--- src/rtl/vga_sync_gen_pkg.sv ---
// VGA 640x480@60 timing constants, the per-axis timing record and the sync polarity helper.
// Shared by the axis counter and the sync generator top.
package vga_timing_pkg;

    typedef struct packed {
        logic [15:0] total;
        logic [15:0] active;
        logic [15:0] front_porch;
        logic [15:0] sync_width;
    } axis_timing_t;

    localparam axis_timing_t H_640 = '{total: 16'd800, active: 16'd640, front_porch: 16'd16, sync_width: 16'd96};
    localparam axis_timing_t V_480 = '{total: 16'd525, active: 16'd480, front_porch: 16'd10, sync_width: 16'd2};

    // Pin level for a sync that is (or is not) inside its pulse window.
    function automatic logic sync_lvl(input logic active_low, input logic asserted);
        return asserted ^ active_low;
    endfunction

endpackage

--- src/rtl/vga_sync_gen_if.sv ---
// Raster timing bundle: counts, syncs, active flag and start strobes.
// master drives it (vga_sync_gen), slave consumes it (pins, pattern generators).
interface vga_sync_gen_if #(
    parameter int COUNT_WIDTH = 10
);
    logic                   o_hsync;
    logic                   o_vsync;
    logic [COUNT_WIDTH-1:0] o_col_count;
    logic [COUNT_WIDTH-1:0] o_row_count;
    logic                   o_active;
    logic                   o_line_start;
    logic                   o_frame_start;

    modport master (
        output o_hsync, o_vsync, o_col_count, o_row_count, o_active, o_line_start, o_frame_start
    );

    modport slave (
        input  o_hsync, o_vsync, o_col_count, o_row_count, o_active, o_line_start, o_frame_start
    );
endinterface

--- src/rtl/vga_sync_gen_axis_counter.sv ---
// One raster axis: wrap-at-total counter with registered sync decode of the next position.
// o_wrap is combinational (advancing out of the last position); o_active_next decodes the next position.
module vga_axis_counter
    import vga_timing_pkg::*;
#(
    parameter int           COUNT_WIDTH     = 10,
    parameter axis_timing_t TIMING          = H_640,
    parameter bit           SYNC_ACTIVE_LOW = 1'b1
) (
    input  logic                   clock,
    input  logic                   i_reset,
    input  logic                   i_advance,
    output logic [COUNT_WIDTH-1:0] o_count,
    output logic                   o_sync,
    output logic                   o_active_next,
    output logic                   o_wrap
);
    localparam int SYNC_FIRST = int'(TIMING.active) + int'(TIMING.front_porch);
    localparam int SYNC_LAST  = SYNC_FIRST + int'(TIMING.sync_width) - 1;
    localparam logic [COUNT_WIDTH-1:0] LAST_POS = COUNT_WIDTH'(int'(TIMING.total) - 1);

    logic [COUNT_WIDTH-1:0] r_count;
    logic [COUNT_WIDTH-1:0] w_next;
    logic                   r_sync;
    logic                   w_at_last;
    logic                   w_in_sync;

    assign w_at_last = (r_count == LAST_POS);
    assign o_wrap    = i_advance && w_at_last;

    always_comb begin
        w_next = r_count;
        if (i_advance) begin
            w_next = w_at_last ? '0 : r_count + COUNT_WIDTH'(1);
        end
    end

    // Extra bit keeps the window bounds exact when a bound equals 2**COUNT_WIDTH.
    assign w_in_sync     = ({1'b0, w_next} >= (COUNT_WIDTH+1)'(SYNC_FIRST)) &&
                           ({1'b0, w_next} <= (COUNT_WIDTH+1)'(SYNC_LAST));
    assign o_active_next = ({1'b0, w_next} <  (COUNT_WIDTH+1)'(TIMING.active));

    always_ff @(posedge clock) begin
        if (i_reset) begin
            r_count <= LAST_POS;
            r_sync  <= sync_lvl(SYNC_ACTIVE_LOW, 1'b0);
        end else if (i_advance) begin
            r_count <= w_next;
            r_sync  <= sync_lvl(SYNC_ACTIVE_LOW, w_in_sync);
        end
    end

    assign o_count = r_count;
    assign o_sync  = r_sync;
endmodule

--- src/rtl/vga_sync_gen.sv ---
// VGA raster timing source: column/row counters with registered syncs, active flag and start strobes.
// Zero latency between counts and decodes; i_enable low freezes the raster and silences the strobes.
module vga_sync_gen
    import vga_timing_pkg::*;
#(
    parameter int TOTAL_COLS      = int'(H_640.total),
    parameter int TOTAL_ROWS      = int'(V_480.total),
    parameter int ACTIVE_COLS     = int'(H_640.active),
    parameter int ACTIVE_ROWS     = int'(V_480.active),
    parameter int H_FRONT_PORCH   = int'(H_640.front_porch),
    parameter int H_SYNC_WIDTH    = int'(H_640.sync_width),
    parameter int V_FRONT_PORCH   = int'(V_480.front_porch),
    parameter int V_SYNC_WIDTH    = int'(V_480.sync_width),
    parameter bit SYNC_ACTIVE_LOW = 1'b1,
    parameter int COUNT_WIDTH     = 10
) (
    input  logic           clock,
    input  logic           i_reset,
    input  logic           i_enable,
    vga_sync_gen_if.master bus
);
    localparam axis_timing_t H_T = '{total: 16'(TOTAL_COLS), active: 16'(ACTIVE_COLS),
                                     front_porch: 16'(H_FRONT_PORCH), sync_width: 16'(H_SYNC_WIDTH)};
    localparam axis_timing_t V_T = '{total: 16'(TOTAL_ROWS), active: 16'(ACTIVE_ROWS),
                                     front_porch: 16'(V_FRONT_PORCH), sync_width: 16'(V_SYNC_WIDTH)};

    if (TOTAL_COLS > 2**COUNT_WIDTH || TOTAL_ROWS > 2**COUNT_WIDTH) begin : g_bad_width
        $error("vga_sync_gen: totals do not fit COUNT_WIDTH");
    end
    if (ACTIVE_COLS + H_FRONT_PORCH + H_SYNC_WIDTH > TOTAL_COLS) begin : g_bad_hsync
        $error("vga_sync_gen: hsync ends outside the line");
    end
    if (ACTIVE_ROWS + V_FRONT_PORCH + V_SYNC_WIDTH > TOTAL_ROWS) begin : g_bad_vsync
        $error("vga_sync_gen: vsync ends outside the frame");
    end

    logic [COUNT_WIDTH-1:0] w_col;
    logic [COUNT_WIDTH-1:0] w_row;
    logic                   w_hsync;
    logic                   w_vsync;
    logic                   w_col_act;
    logic                   w_row_act;
    logic                   w_col_wrap;
    logic                   w_row_wrap;
    logic                   r_active;
    logic                   r_line_start;
    logic                   r_frame_start;

    vga_axis_counter #(.COUNT_WIDTH(COUNT_WIDTH), .TIMING(H_T), .SYNC_ACTIVE_LOW(SYNC_ACTIVE_LOW)) u_col (
        .clock         (clock),
        .i_reset       (i_reset),
        .i_advance     (i_enable),
        .o_count       (w_col),
        .o_sync        (w_hsync),
        .o_active_next (w_col_act),
        .o_wrap        (w_col_wrap)
    );

    // The row only moves on a column wrap, so vsync edges land on col 0.
    vga_axis_counter #(.COUNT_WIDTH(COUNT_WIDTH), .TIMING(V_T), .SYNC_ACTIVE_LOW(SYNC_ACTIVE_LOW)) u_row (
        .clock         (clock),
        .i_reset       (i_reset),
        .i_advance     (w_col_wrap),
        .o_count       (w_row),
        .o_sync        (w_vsync),
        .o_active_next (w_row_act),
        .o_wrap        (w_row_wrap)
    );

    always_ff @(posedge clock) begin
        if (i_reset) begin
            r_active      <= 1'b0;
            r_line_start  <= 1'b0;
            r_frame_start <= 1'b0;
        end else begin
            r_line_start  <= w_col_wrap;
            r_frame_start <= w_row_wrap;
            if (i_enable) begin
                r_active <= w_col_act && w_row_act;
            end
        end
    end

    assign bus.o_col_count   = w_col;
    assign bus.o_row_count   = w_row;
    assign bus.o_hsync       = w_hsync;
    assign bus.o_vsync       = w_vsync;
    assign bus.o_active      = r_active;
    assign bus.o_line_start  = r_line_start;
    assign bus.o_frame_start = r_frame_start;
endmodule

--- src/flat_wrapper.sv ---
// flat-port wrapper written by rule: the top's interface ports become plain ports
module vga_sync_gen_flat import vga_timing_pkg::*;
#(
    parameter int TOTAL_COLS      = int'(H_640.total),
    parameter int TOTAL_ROWS      = int'(V_480.total),
    parameter int ACTIVE_COLS     = int'(H_640.active),
    parameter int ACTIVE_ROWS     = int'(V_480.active),
    parameter int H_FRONT_PORCH   = int'(H_640.front_porch),
    parameter int H_SYNC_WIDTH    = int'(H_640.sync_width),
    parameter int V_FRONT_PORCH   = int'(V_480.front_porch),
    parameter int V_SYNC_WIDTH    = int'(V_480.sync_width),
    parameter bit SYNC_ACTIVE_LOW = 1'b1,
    parameter int COUNT_WIDTH     = 10
)
  (clock, i_reset, i_enable, bus_o_hsync, bus_o_vsync, bus_o_col_count, bus_o_row_count, bus_o_active, bus_o_line_start, bus_o_frame_start);
  vga_sync_gen_if #(.COUNT_WIDTH(COUNT_WIDTH)) bus_i ();
  input  logic clock;
  input  logic i_reset;
  input  logic i_enable;
  output wire logic [$bits(bus_i.o_hsync)-1:0] bus_o_hsync;
  output wire logic [$bits(bus_i.o_vsync)-1:0] bus_o_vsync;
  output wire logic [$bits(bus_i.o_col_count)-1:0] bus_o_col_count;
  output wire logic [$bits(bus_i.o_row_count)-1:0] bus_o_row_count;
  output wire logic [$bits(bus_i.o_active)-1:0] bus_o_active;
  output wire logic [$bits(bus_i.o_line_start)-1:0] bus_o_line_start;
  output wire logic [$bits(bus_i.o_frame_start)-1:0] bus_o_frame_start;
  assign bus_o_hsync = bus_i.o_hsync;
  assign bus_o_vsync = bus_i.o_vsync;
  assign bus_o_col_count = bus_i.o_col_count;
  assign bus_o_row_count = bus_i.o_row_count;
  assign bus_o_active = bus_i.o_active;
  assign bus_o_line_start = bus_i.o_line_start;
  assign bus_o_frame_start = bus_i.o_frame_start;
  vga_sync_gen #(.TOTAL_COLS(TOTAL_COLS), .TOTAL_ROWS(TOTAL_ROWS), .ACTIVE_COLS(ACTIVE_COLS), .ACTIVE_ROWS(ACTIVE_ROWS), .H_FRONT_PORCH(H_FRONT_PORCH), .H_SYNC_WIDTH(H_SYNC_WIDTH), .V_FRONT_PORCH(V_FRONT_PORCH), .V_SYNC_WIDTH(V_SYNC_WIDTH), .SYNC_ACTIVE_LOW(SYNC_ACTIVE_LOW), .COUNT_WIDTH(COUNT_WIDTH)) u_core (.clock(clock), .i_reset(i_reset), .i_enable(i_enable), .bus(bus_i));
endmodule
--- config.mk ---
export PLATFORM = sky130hd
export DESIGN_NAME = vga_sync_gen_flat
export DESIGN_NICKNAME = d
export VERILOG_FILES = /design/src/rtl/vga_sync_gen_pkg.sv /design/src/rtl/vga_sync_gen_if.sv /design/src/rtl/vga_sync_gen_axis_counter.sv /design/src/rtl/vga_sync_gen.sv /design/src/flat_wrapper.sv
export SDC_FILE = /design/constraint.sdc
export NUM_CORES = 1
export LEC_CHECK = 0
export BUFFER_PORTS_ARGS = -buffer_cell sky130_fd_sc_hd__buf_2
export CORE_MARGIN = 2
export CORE_UTILIZATION = 45
export CTS_CLUSTER_SIZE = 8
export DETAILED_ROUTE_END_ITERATION = 16
export GPL_TIMING_DRIVEN = 0
export MAX_ROUTING_LAYER = met4
export PLACE_DENSITY = 0.67
export SETUP_SLACK_MARGIN = 0.1
export SLEW_MARGIN = 15
export SYNTH_ARGS = -nofsm -noshare
export SYNTH_HDL_FRONTEND = slang
export SYNTH_SLANG_ARGS = --single-unit
--- constraint.sdc ---
create_clock -name clock -period 2.2 [get_ports clock]
set_clock_uncertainty 0.05 [all_clocks]
set_input_delay 0.44 -clock clock [delete_from_list [all_inputs] [get_ports clock]]
set_output_delay 0.44 -clock clock [all_outputs]
set_load 0.01 [all_outputs]
After elaboration in Yosys (flattened, before gate mapping)

Cells that the tools add are included.

Bits in registers: 25
Input bits: 3
Word-level logic and storage cells: 28

Add/subtract/negate cells: 2
Order comparisons: 6
Equal/unequal tests: 2
Muxes and demuxes: 4
Bitwise gates (word level): 2
Reduce and logical (&&, ||, !) cells: 5

Operators by type and width:

| cell                                                                              | number |
|---|---|
| 10-bit 2-to-1 mux                                                                 | 4 |
| 10-bit by 1-bit adder with 10-bit output, second input constant                   | 2 |
| 10-bit equality test, second input constant                                       | 2 |
| 10-bit >= comparator, second input constant                                       | 1 |
| 10-bit by 9-bit >= comparator with 1-bit output, second input constant            | 1 |
| 10-bit less-or-equal comparator, second input constant                            | 1 |
| 10-bit by 9-bit less-or-equal comparator with 1-bit output, second input constant | 1 |
| 10-bit < comparator, second input constant                                        | 1 |
| 10-bit by 9-bit < comparator with 1-bit output, second input constant             | 1 |
| 1-bit logical AND                                                                 | 5 |
| 1-bit NOT                                                                         | 2 |

Longest topological paths before layout

Gate-level depths: netlist of run 1.

Word-level depth: 6
Depth in mapped cells: 10

By module

Synthesis of run 1 repeated with hierarchy kept, for this count alone.

Cell total of the unflattened synthesis: 174
Area, all modules: 1477.7 um^2

Modules (own cells, without submodules):

| module                           | instances | cells an instance | area an instance (um^2) |
|---|---|---|---|
| vga_axis_counter at u_core.u_col | 1         | 90                | 754.5 |
| vga_axis_counter at u_core.u_row | 1         | 76                | 630.6 |
| vga_sync_gen                     | 1         | 8                 | 92.6 |

Worst setup path after synthesis of run 1

No wires, ideal clock.

Path type: register to register
From: reg u_core.u_col.r_count[0] (netlist: u_core.u_col.o_count[0])
To: reg u_core.r_active (netlist: u_core.bus.o_active)
Library setup time: 0.096 ns
Arrival time: 1.877 ns
Data required time: 2.054 ns
Path slack: 0.177 ns
Cell stages (with the launch flop): 8
Buffers on the path: 0
Cell sequence: dfxtp_1 -> ha_1 -> and4b_1 -> nand4_1 -> nor3_1 -> xnor2_1 -> o21ai_1 -> o41ai_2

Cells in the longest elaborated chain, start to end: 5

RTL lines:

| what                                                                                         | RTL line                                                         | text |
|---|---|---|
| start, declared                                                                              | vga_sync_gen_axis_counter.sv:22                                  | `logic [COUNT_WIDTH-1:0] r_count;` |
| start signal, assigned                                                                       | vga_sync_gen_axis_counter.sv:48                                  | `r_count <= w_next;` |
| 10-bit by 1-bit adder with 10-bit output / 10-bit equality test (equally long branches)      | vga_sync_gen_axis_counter.sv:34, vga_sync_gen_axis_counter.sv:28 |  |
| 10-bit 2-to-1 mux / 1-bit logical AND (equally long branches)                                | vga_sync_gen_axis_counter.sv:34, vga_sync_gen_axis_counter.sv:29 |  |
| 10-bit 2-to-1 mux                                                                            | vga_sync_gen_axis_counter.sv:33                                  | `if (i_advance) begin` |
| 10-bit < comparator / 10-bit by 9-bit < comparator with 1-bit output (equally long branches) | vga_sync_gen_axis_counter.sv:41                                  | `assign o_active_next = ({1'b0, w_next} < (COUNT_WIDTH+1)'(TIMING.active));` |
| 1-bit logical AND (*)                                                                        | vga_sync_gen.sv:79                                               | `r_active <= w_col_act && w_row_act;` |
| end signal, assigned                                                                         | vga_sync_gen.sv:79                                               |  |
| end, declared                                                                                | vga_sync_gen.sv:45                                               | `logic r_active;` |

Every way passes the cells marked *; elsewhere a longest branch is shown, timed or not.
A chain may end at the register's enable or synchronous reset.

Final worst setup path of run 1

From: reg u_core.u_col.r_count[0] (netlist: u_core.u_col.o_count[0])
To: reg u_core.u_row.r_sync (netlist: u_core.u_row.o_sync)

Cells in the longest elaborated chain, start to end: 6

RTL lines:

| what                                                                                                                                 | RTL line                                                         | text |
|---|---|---|
| 10-bit equality test (*)                                                                                                             | vga_sync_gen_axis_counter.sv:28                                  | `assign w_at_last = (r_count == LAST_POS);` |
| 1-bit logical AND (*)                                                                                                                | vga_sync_gen_axis_counter.sv:29                                  | `assign o_wrap = i_advance && w_at_last;` |
| 10-bit 2-to-1 mux                                                                                                                    | vga_sync_gen_axis_counter.sv:33                                  |  |
| 10-bit by 9-bit >= comparator with 1-bit output / 10-bit by 9-bit less-or-equal comparator with 1-bit output (equally long branches) | vga_sync_gen_axis_counter.sv:39, vga_sync_gen_axis_counter.sv:40 |  |
| 1-bit logical AND                                                                                                                    | vga_sync_gen_axis_counter.sv:39                                  | `assign w_in_sync = ({1'b0, w_next} >= (COUNT_WIDTH+1)'(SYNC_FIRST)) &&` |
| 1-bit NOT (no line)                                                                                                                  | --                                                               |  |
| end signal, assigned                                                                                                                 | vga_sync_gen_axis_counter.sv:46                                  | `r_sync <= sync_lvl(SYNC_ACTIVE_LOW, 1'b0);` |
| end signal, assigned                                                                                                                 | vga_sync_gen_axis_counter.sv:49                                  | `r_sync <= sync_lvl(SYNC_ACTIVE_LOW, w_in_sync);` |
| end, declared                                                                                                                        | vga_sync_gen_axis_counter.sv:24                                  | `logic r_sync;` |

Marked as above.

==> impl_metrics.toml, run 1 <==
[status]
status = "finished, final reports clean"

[route]
drt_wl_total_um = 3560
wl_per_cell_um = 13.7
drtAntennaViolNets = 0
dr.pass1.iters = 4
drc_errors = 0
drt-vias-per-instance = 5.55
vias = 1443
drtIter0Drc = 65

[sta]
clock.fmax_mhz = 489
setup_viol = 0
rsz0062_at_grt = "false"
slew_headroom_pct = 68.4
whs_ns = 0.316
tightest_slew_ns = 0.474
fin_crit_ns = 2.05
setup_tns_ns = 0
finalWorstSetupSlack_ns = 0.154
hold_viol_final = 0
finalCritPeriodShare_pct = 93.0
drv_slew = 0

[critical_path]
crit_chain = "ha_4 -> and4b_2 -> and3_1 -> buf_4 -> a311oi_1 -> o22ai_2 -> o31a_1"
cpMaxStageDelayCell = "dfxtp_4"
cpPeakStageDelay_ns = 0.39
worst_setup_path_end_kind = "register"
r2r-end = "u_core.u_row.o_sync"
critPathKind = "reg2reg"
path_max_fanout = 7
cp.required_ns = 2.39
worstSetupStartpointType = "register"
ff2ff_path_depth = 7
rrSetupSlack_ns = 0.15
crit_arrival_ns = 2.24
r2r_start = "u_core.u_col.o_count[0]"

[finish]
final_area_um2 = 1740
layout-drive-gt1-share_pct = 26.4
final_nets = 223
final_common_cell = "buf_2"
layout_common_cells = "buf_2 (28), nor2_1 (27), dfxtp_1 (21), nand2_1 (13), nand3_1 (9)"
fin_cells = 260
antenna_cells = 0
area_growth_pct = 19.7
post-route-util_pct = 57.0

[cts]
clk-insertion-delay-late_ns = 0.33
clkSlewWorstSetupHoldPaths_ns = 0.15
clock-root-buffer = "clkbuf_4"
hold_buffers = 0
cts_tree = "done"
clock_path_buffers = 2
cts-htree-levels = 1
cts_buffers = 3
cts.sinks = 25

[yosys]
synth-xor-area-share_pct = 5.42
synth_edf_count = 0
synth_area_per_cell_um2 = 8.00
syn_inst = 182
synthesis.nets = 188
synth_top_family_by_area = "simple AND/OR/NAND/NOR gates"
yosys.area_share.simple_pct = 31.6
async_flop_share_pct = 0
ys_seq_area_share_pct = 34.4
ys.flop_type = "dfxtp_1"
yosysWarnings = 0
ys_seq_elements = 25
synthMuxAreaShare_pct = 3.61
yosys.area_share.adder_pct = 2.58
synth-compound-area-share_pct = 16.3
synthDistinctLibCells = 45
syn_area_um2 = 1460

[floorplanning]
fp.dieW_um = 60.9
fp.dieH_um = 60.9
ios = 28
start_util_pct = 47.7
row_count = 20
dieArea_um2 = 3700
coreArea_um2 = 3050

[run]
drv_cap = 0

[placed_design]
portBuffers = 26
pre_cts_ws_ns = -0.120
gp_congestion = 0.962
dp.cells = 252
dpl.hpwl_um = 2560
dpl-instance-area_um2 = 1640

[power]
vdd_drop_max_uv = 569
powerDensity_nw_per_um2 = 985
p_leak_nw = 0.728
total_power_mw = 1.72

[hold_path]
whs_path_depth = 2
worstHoldEndpoint = "u_core.u_col.o_count[7]"
min-delay-start = "i_reset"
hold_path.class = "in2reg"

[grt]
grt_overflow = 0
antenna_found_initial = 0
grt_pass1_wl_um = 5710
grt_pass1_vias = 1254
grtUsageTotal_pct = 21.5
grt_max_degree = 14
==> what timing repair did <==
item	CTS	global route
setup buffers	0	4
endpoints found under the setup margin	9	4
pin swaps	0	2
gates resized for setup	10	6
endpoints found under the hold margin	0	0
==> synthesized netlist by cell type, drive strengths merged, types with 4 or more instances <==
cell,count,share of area [%]
nor3,5,1.7
a31oi,6,2.6
inv,5,1.3
clkbuf,8,2.1
and3,5,2.1
nand2,13,3.4
a21oi,8,2.8
nor2,28,7.2
xnor2,5,3.0
dfxtp,25,34
xor2,4,2.4
o21ai,5,1.7
buf,5,2.8
nand3,10,3.4
nand4,8,3.4
==> power by group <==
part | internal (mW) | total [mW] | switching (mW)
sequential | 0.542 | 0.624 | 0.0815
clock | 0.0712 | 0.220 | 0.149
combinational | 0.374 | 0.872 | 0.497
total | 0.988 | 1.72 | 0.728
==> state kept, by name, summed over array words and instances (netlist names) <==
signal                    flops
u_core.bus.o_active           1
u_core.u_col.o_sync           1
u_core.bus.o_frame_start      1
u_core.u_col.o_count         10
u_core.u_row.o_count         10
u_core.u_row.o_sync           1
u_core.bus.o_line_start       1
==> worst max-delay path, delay by kind of cell (launching register included) <==
kind,cells,cell delay [ns]
fa+ha+maj,1,0.18
buf+inv,1,0.15
compound gates,3,0.72
flops,1,0.39
simple gates,2,0.47
==> kinds of logic after synthesis <==
kind of cell,count (synthesis)
AOI/OAI and AO/OA,34
xor gates and xnor gates,9
DFF,25
and+or+nand+nor,88
buffers and inverters,18
muxes,5
adders and majority gates,3
==> worst max-delay path by stage <==
| stage | from | to | slack [ns] | cells past startpoint |
|---|---|---|---|---|
| global placement | u_core.u_col.o_count[0] | u_core.u_row.o_sync | -0.05 | 7 |
| finish | u_core.u_col.o_count[0] | u_core.u_row.o_sync | 0.15 | 7 |
| global route | u_core.u_col.o_count[0] | u_core.bus.o_active | 0.10 | 8 |
| floorplan | u_core.u_col.o_count[0] | u_core.bus.o_active | 0.18 | 7 |
| detailed placement | u_core.u_col.o_count[0] | u_core.u_row.o_sync | -0.12 | 6 |
| CTS | u_core.u_col.o_count[1] | u_core.bus.o_active | 0.11 | 7 |
==> cell type report <==
class	count	area (um^2)
Multi-Input combinational cell	139	898
Fill cell	301	1310
Inverter	5	18.8
Sequential cell	25	510
Tap cell	44	55.1
Buffer	13	72.6
Clock buffer	4	26.3
Timing Repair Buffer	30	160
==> metal layers <==
metal | part of all wire [%] | GRT usage (%) | vias to the layer above
met1 | 47 | 28.9 | 658
li1 | - | - | 722
met2 | 45 | 32.7 | 56
met3 | 6.1 | 2.77 | 7
met5 | 0 | - | -
met4 | 1.7 | 8.39 | 0
Power figures use the tool's default switching activity.
==> run 2, diff against run 1 <==
Settings changed: REMOVE_ABC_BUFFERS set to 1.
==> run 2 against run 1 <==
  * Combinational power fell by 5.3%
  * Cell count decreased by 3.8%
  * Register-to-register slack improved by 0.05 ns
  * Total power increased by 0.16%
  * Die area is the same
  * Sequential power rose by 7.2%
  * Non-clock buffer count down 10
  * Sequential share of layout area rose by 0.70 points
  * Global-route usage decreased by 0.79 points
  * Final area is 2.8% lower
  * Clock power grew 2%
  * Wire length decreased by 4.5%
==> impl_metrics.toml, run 2 (synthesized netlist as in run 1, its figures left out) <==
[power]
seq_power_share_pct = 38.9
powerDensity_nw_per_um2 = 1020
total_power_mw = 1.72
p_int_mw = 0.998
clkPwrFrac_pct = 13.0
netSwitchingFraction_pct = 41.9
p_comb_share_pct = 48.1
power.switching_mw = 0.720
p_leak_nw = 0.696
vdd_drop_max_uv = 590

[floorplanning]
dieArea_um2 = 3700
coreArea_um2 = 3050
start_util_pct = 47.7
ios = 28
fp.dieW_um = 60.9
fp.dieH_um = 60.9
row_count = 20

[grt]
busiest_layer = "met2"
grt_pass1_vias = 1249
grt_overflow = 0
met2_usage_pct = 31.3
grtUsageTotal_pct = 20.7
grtUsageMet3_pct = 2.35
use_met1_pct = 28.0
grt_pass1_wl_um = 5620
grt_max_degree = 24
antenna_found_initial = 0

[critical_path]
r2r_start = "u_core.u_col.o_count[1]"
worst_setup_path_end_kind = "register"
r2r-end = "u_core.bus.o_active"
rrSetupSlack_ns = 0.21
cpMaxStageDelayCell = "dfxtp_2"
critPathKind = "reg2reg"
ff2ff_path_depth = 7
crit_path_start = "u_core.u_col.o_count[1]"
worstSetupEndpoint = "u_core.bus.o_active"
crit_chain = "ha_4 -> and4b_2 -> and3_4 -> a31oi_1 -> o22ai_2 -> o21ai_1 -> o41ai_2"
cp.required_ns = 2.41
crit_arrival_ns = 2.20
worstSetupStartpointType = "register"
cpPeakStageDelay_ns = 0.43
path_max_fanout = 7

[hold_path]
hold_path.class = "reg2reg"

[sta]
fin_crit_ns = 1.99
rsz0062_at_grt = "true"
tightest_slew_ns = 0.401
finalCritPeriodShare_pct = 90.6
whs_ns = 0.424
finalWorstSetupSlack_ns = 0.206
clock.fmax_mhz = 502
hold_viol_final = 0
drv_slew = 0
slew_headroom_pct = 73.2
setup_viol = 0

[route]
dr.pass1.iters = 4
drc_errors = 0
drt-vias-per-instance = 5.61
wl_per_cell_um = 13.6
vias = 1403
drtIter0Drc = 44
drt_wl_total_um = 3400
drtAntennaViolNets = 0

[finish]
layout-drive-gt1-share_pct = 26.2
final_area_um2 = 1690
post-route-util_pct = 55.5
final_common_cell = "nor2_1"
final_nets = 213
layout_common_cells = "nor2_1 (28), buf_2 (27), dfxtp_1 (21), nand2_1 (13), nand3_1 (9)"
area_growth_pct = 16.3
antenna_cells = 0
nFillCells = 299

[run]
drv_cap = 0

[placed_design]
gp_congestion = 0.879
portBuffers = 27
dpl-instance-area_um2 = 1580
dpl.hpwl_um = 2330
pre_cts_ws_ns = -0.343

[cts]
clk-insertion-delay-late_ns = 0.33
clkSlewWorstSetupHoldPaths_ns = 0.15
cts-htree-levels = 1
cts_tree = "done"
clock-root-buffer = "clkbuf_4"
cts_buffers = 3
clock_path_buffers = 2
cts.sinks = 25
hold_buffers = 0

[status]
status = "finished, final reports clean"
==> run 2: worst min path at each step <==
stage | from | end | slack [ns] | cells past startpoint
detailed placement | u_core.bus.o_active | u_core.bus.o_active | 0.40 | 2
global route | i_reset | u_core.u_row.o_count[4] | 0.45 | 2
global placement | u_core.bus.o_active | u_core.bus.o_active | 0.39 | 2
finish | u_core.bus.o_active | u_core.bus.o_active | 0.42 | 2
floorplan | u_core.bus.o_active | u_core.bus.o_active | 0.44 | 2
CTS | i_enable | u_core.bus.o_active | 0.43 | 3
==> run 2: through the flow <==
| stage | cells | TNS, ns |
|---|---|---|
| 4_1_cts | 250 | 0 |
| 6_report | 250 | 0 |
| 3_5_place_dp | 240 | -0.597 |
| 3_3_place_gp | 240 | -0.528 |
| 2_1_floorplan | 169 | 0 |
| 5_1_grt | 250 | 0 |
==> run 2: metal layers <==
metal  wire [um]  vias to the layer above
li1            -                      702
met1        1640                      652
met2        1560                       44
met3         145                        5
met4          51                        0
met5           0                        -
==> run 2: layout make-up <==
class / count / area (um^2) / area share, %
Clock buffer: 3 / 22.5 / 1.33
Clock inverter: 1 / 7.51 / 0.443
Inverter: 5 / 18.8 / 1.11
Multi-Input combinational cell: 139 / 901 / 53.2
Sequential cell: 25 / 508 / 30.0
Tap cell: 44 / 55.1 / 3.25
Timing Repair Buffer: 33 / 180 / 10.6
==> run 2: what timing repair did <==
action | 4_1_cts | 5_1_grt
endpoints found under the setup margin | 9 | 3
pin swaps | 3 | 0
gates cloned | 0 | 0
setup buffers | 6 | 0
gates resized for setup | 7 | 6
==> run 2: power by group through the flow <==
| stage | clock [mW] | combinational, mW | sequential (mW) |
|---|---|---|---|
| after detailed placement | 0 | 0.684 | 0.666 |
| after global routing | 0.242 | 0.926 | 0.685 |
| final | 0.224 | 0.826 | 0.669 |
| after CTS | 0.231 | 0.805 | 0.659 |
| after global placement | 0 | 0.670 | 0.660 |
| after floorplan | 0 | 0.454 | 0.682 |
==> run 2: critical path: cells and delay by family, from the launching register on <==
| kind | cells | cell delay (ns) |
|---|---|---|
| AOI/OAI and AO/OA | 4 | 0.69 |
| adders and majority gates | 1 | 0.19 |
| and+or+nand+nor | 2 | 0.54 |
| DFF | 1 | 0.43 |
==> run 3, diff against run 2 <==
Settings changed: CORE_UTILIZATION 45 to 40, GPL_TIMING_DRIVEN 0 to 1, PLACE_DENSITY 0.67 to unset.
Clock period 2.2 ns to 2.1 ns, I/O delays scaled along.
==> run 3 against run 2 <==
  * Largest cell class unchanged
  * Highest routed layer unchanged
  * Register-to-register slack about the same
  * Critical endpoint unchanged
  * Worst hold slack better by 0.0048 ns
  * Sequential power about the same
==> impl_metrics.toml, run 3 (synthesized netlist as in run 1, its figures left out) <==
[status]
status = "finished, final reports clean"

[floorplanning]
ios = 28
dieArea_um2 = 4140
fp.dieW_um = 64.3
start_util_pct = 42.6
row_count = 21
coreArea_um2 = 3420
fp.dieH_um = 64.3

[sta]
rsz0062_at_grt = "true"
slew_headroom_pct = 72.1
fin_crit_ns = 1.89
finalCritPeriodShare_pct = 90.0
tightest_slew_ns = 0.419
setup_viol = 0
drv_slew = 0
clock.fmax_mhz = 529
hold_viol_final = 0

[power]
p_leak_nw = 0.734
vdd_drop_max_uv = 470
seq_power_share_pct = 37.1
power.switching_mw = 0.763
total_power_mw = 1.80
powerDensity_nw_per_um2 = 1030
netSwitchingFraction_pct = 42.4
clkPwrFrac_pct = 13.3
p_int_mw = 1.04
p_comb_share_pct = 49.7

[critical_path]
critPathKind = "reg2reg"
ff2ff_path_depth = 7
path_max_fanout = 7
r2r-end = "u_core.bus.o_active"
crit_path_start = "u_core.u_col.o_count[1]"
crit_arrival_ns = 2.09
rrSetupSlack_ns = 0.21
worstSetupEndpoint = "u_core.bus.o_active"
worstSetupStartpointType = "register"
worst_setup_path_end_kind = "register"
cp.required_ns = 2.30
r2r_start = "u_core.u_col.o_count[1]"

[grt]
grt_max_degree = 24
antenna_found_initial = 0
grtUsageTotal_pct = 18.0
grt_pass1_wl_um = 5770
grt_pass1_vias = 1309
grt_overflow = 0

[cts]
cts-htree-levels = 1
cts.sinks = 25
cts_buffers = 3
clock_path_buffers = 2
cts_tree = "done"
clkSlewWorstSetupHoldPaths_ns = 0.16
clock-root-buffer = "clkbuf_4"
clk-insertion-delay-late_ns = 0.34

[placed_design]
gp_congestion = 0.901
dp.cells = 255
portBuffers = 27
dpl.hpwl_um = 2560

[hold_path]
hold_path.class = "in2reg"
whs_path_depth = 2

[route]
drtAntennaViolNets = 0
drc_errors = 0
drtIter0Drc = 99
vias = 1423
wl_per_cell_um = 13.5
drt_wl_total_um = 3520
drt-vias-per-instance = 5.47
dr.pass1.iters = 4

[run]
drv_cap = 0

[finish]
layout_common_cells = "nor2_1 (27), buf_2 (27), dfxtp_1 (22), buf_4 (14), nand2_1 (13)"
antenna_cells = 0
layout-drive-gt1-share_pct = 29.4
area_growth_pct = 20.5
final_nets = 221
fin_cells = 260
nFillCells = 349
-- run 3: cell type report --
type	count	area [um^2]	area share, %
clock buffer	3	22.5	1.28
sequential	25	504	28.8
inverter	5	18.8	1.07
timing repair buffer	41	240	13.7
tap	46	57.6	3.28
clock inverter	1	7.51	0.428
multi-input combinational	139	902	51.5
-- run 3: layer usage --
| metal | GRT usage (%) | wire length, um | vias up | share of wire (%) |
|---|---|---|---|---|
| met5 | - | 0 | - | 0 |
| met4 | 6.12 | 52 | 0 | 1.5 |
| met3 | 3.17 | 136 | 5 | 3.9 |
| met2 | 28.1 | 1600 | 35 | 45 |
| met1 | 23.4 | 1730 | 664 | 49 |
| li1 | - | - | 719 | - |
-- run 3: what timing repair did --
action	CTS	global route
gates cloned	0	0
resized for setup	1	11
pin swaps	0	1
setup endpoints to repair	1	5
hold buffers	0	0
setup buffers	0	1
-- run 3: through the flow --
step	area [um^2]	utilization [%]	hold slack (ns)	TNS, ns	setup slack (ns)
finish	1750	51.3	0.429	0	0.210
global route	1750	51.3	0.424	0	0.0598
CTS	1710	50.0	0.425	0	0.121
detailed placement	1680	49.0	0.406	0	0.132
global placement	1680	49.0	0.400	0	0.177
floorplan	1390	-	0.439	-0.168	-0.0956
-- run 3: how the worst min path moves through the flow --
stage | startpoint | end | slack (ns)
floorplan | i_reset | u_core.u_row.o_count[1] | 0.44
global placement | u_core.bus.o_active | u_core.bus.o_active | 0.40
detailed placement | u_core.bus.o_active | u_core.bus.o_active | 0.41
CTS | i_reset | u_core.u_col.o_count[5] | 0.43
global route | i_reset | u_core.u_col.o_count[5] | 0.42
finish | i_reset | u_core.u_col.o_count[5] | 0.43
-- run 3: power by group through the flow --
stage               Sequential (mW)  Combinational (mW)  Clock (mW)
global placement              0.664               0.848           0
finish                        0.668               0.895       0.239
CTS                           0.661               0.858       0.244
detailed placement            0.672               0.849           0
floorplan                     0.715               0.476           0
global route                  0.682               0.988       0.264
-- run 3: critical path, cell delays in order, from the launching register on --
cell and delay [ns]:
dfxtp_2 0.36, ha_1 0.16, and4b_2 0.29, and3_4 0.25, a31oi_1 0.10, o22ai_2 0.20, o21ai_1 0.11, o41ai_2 0.29
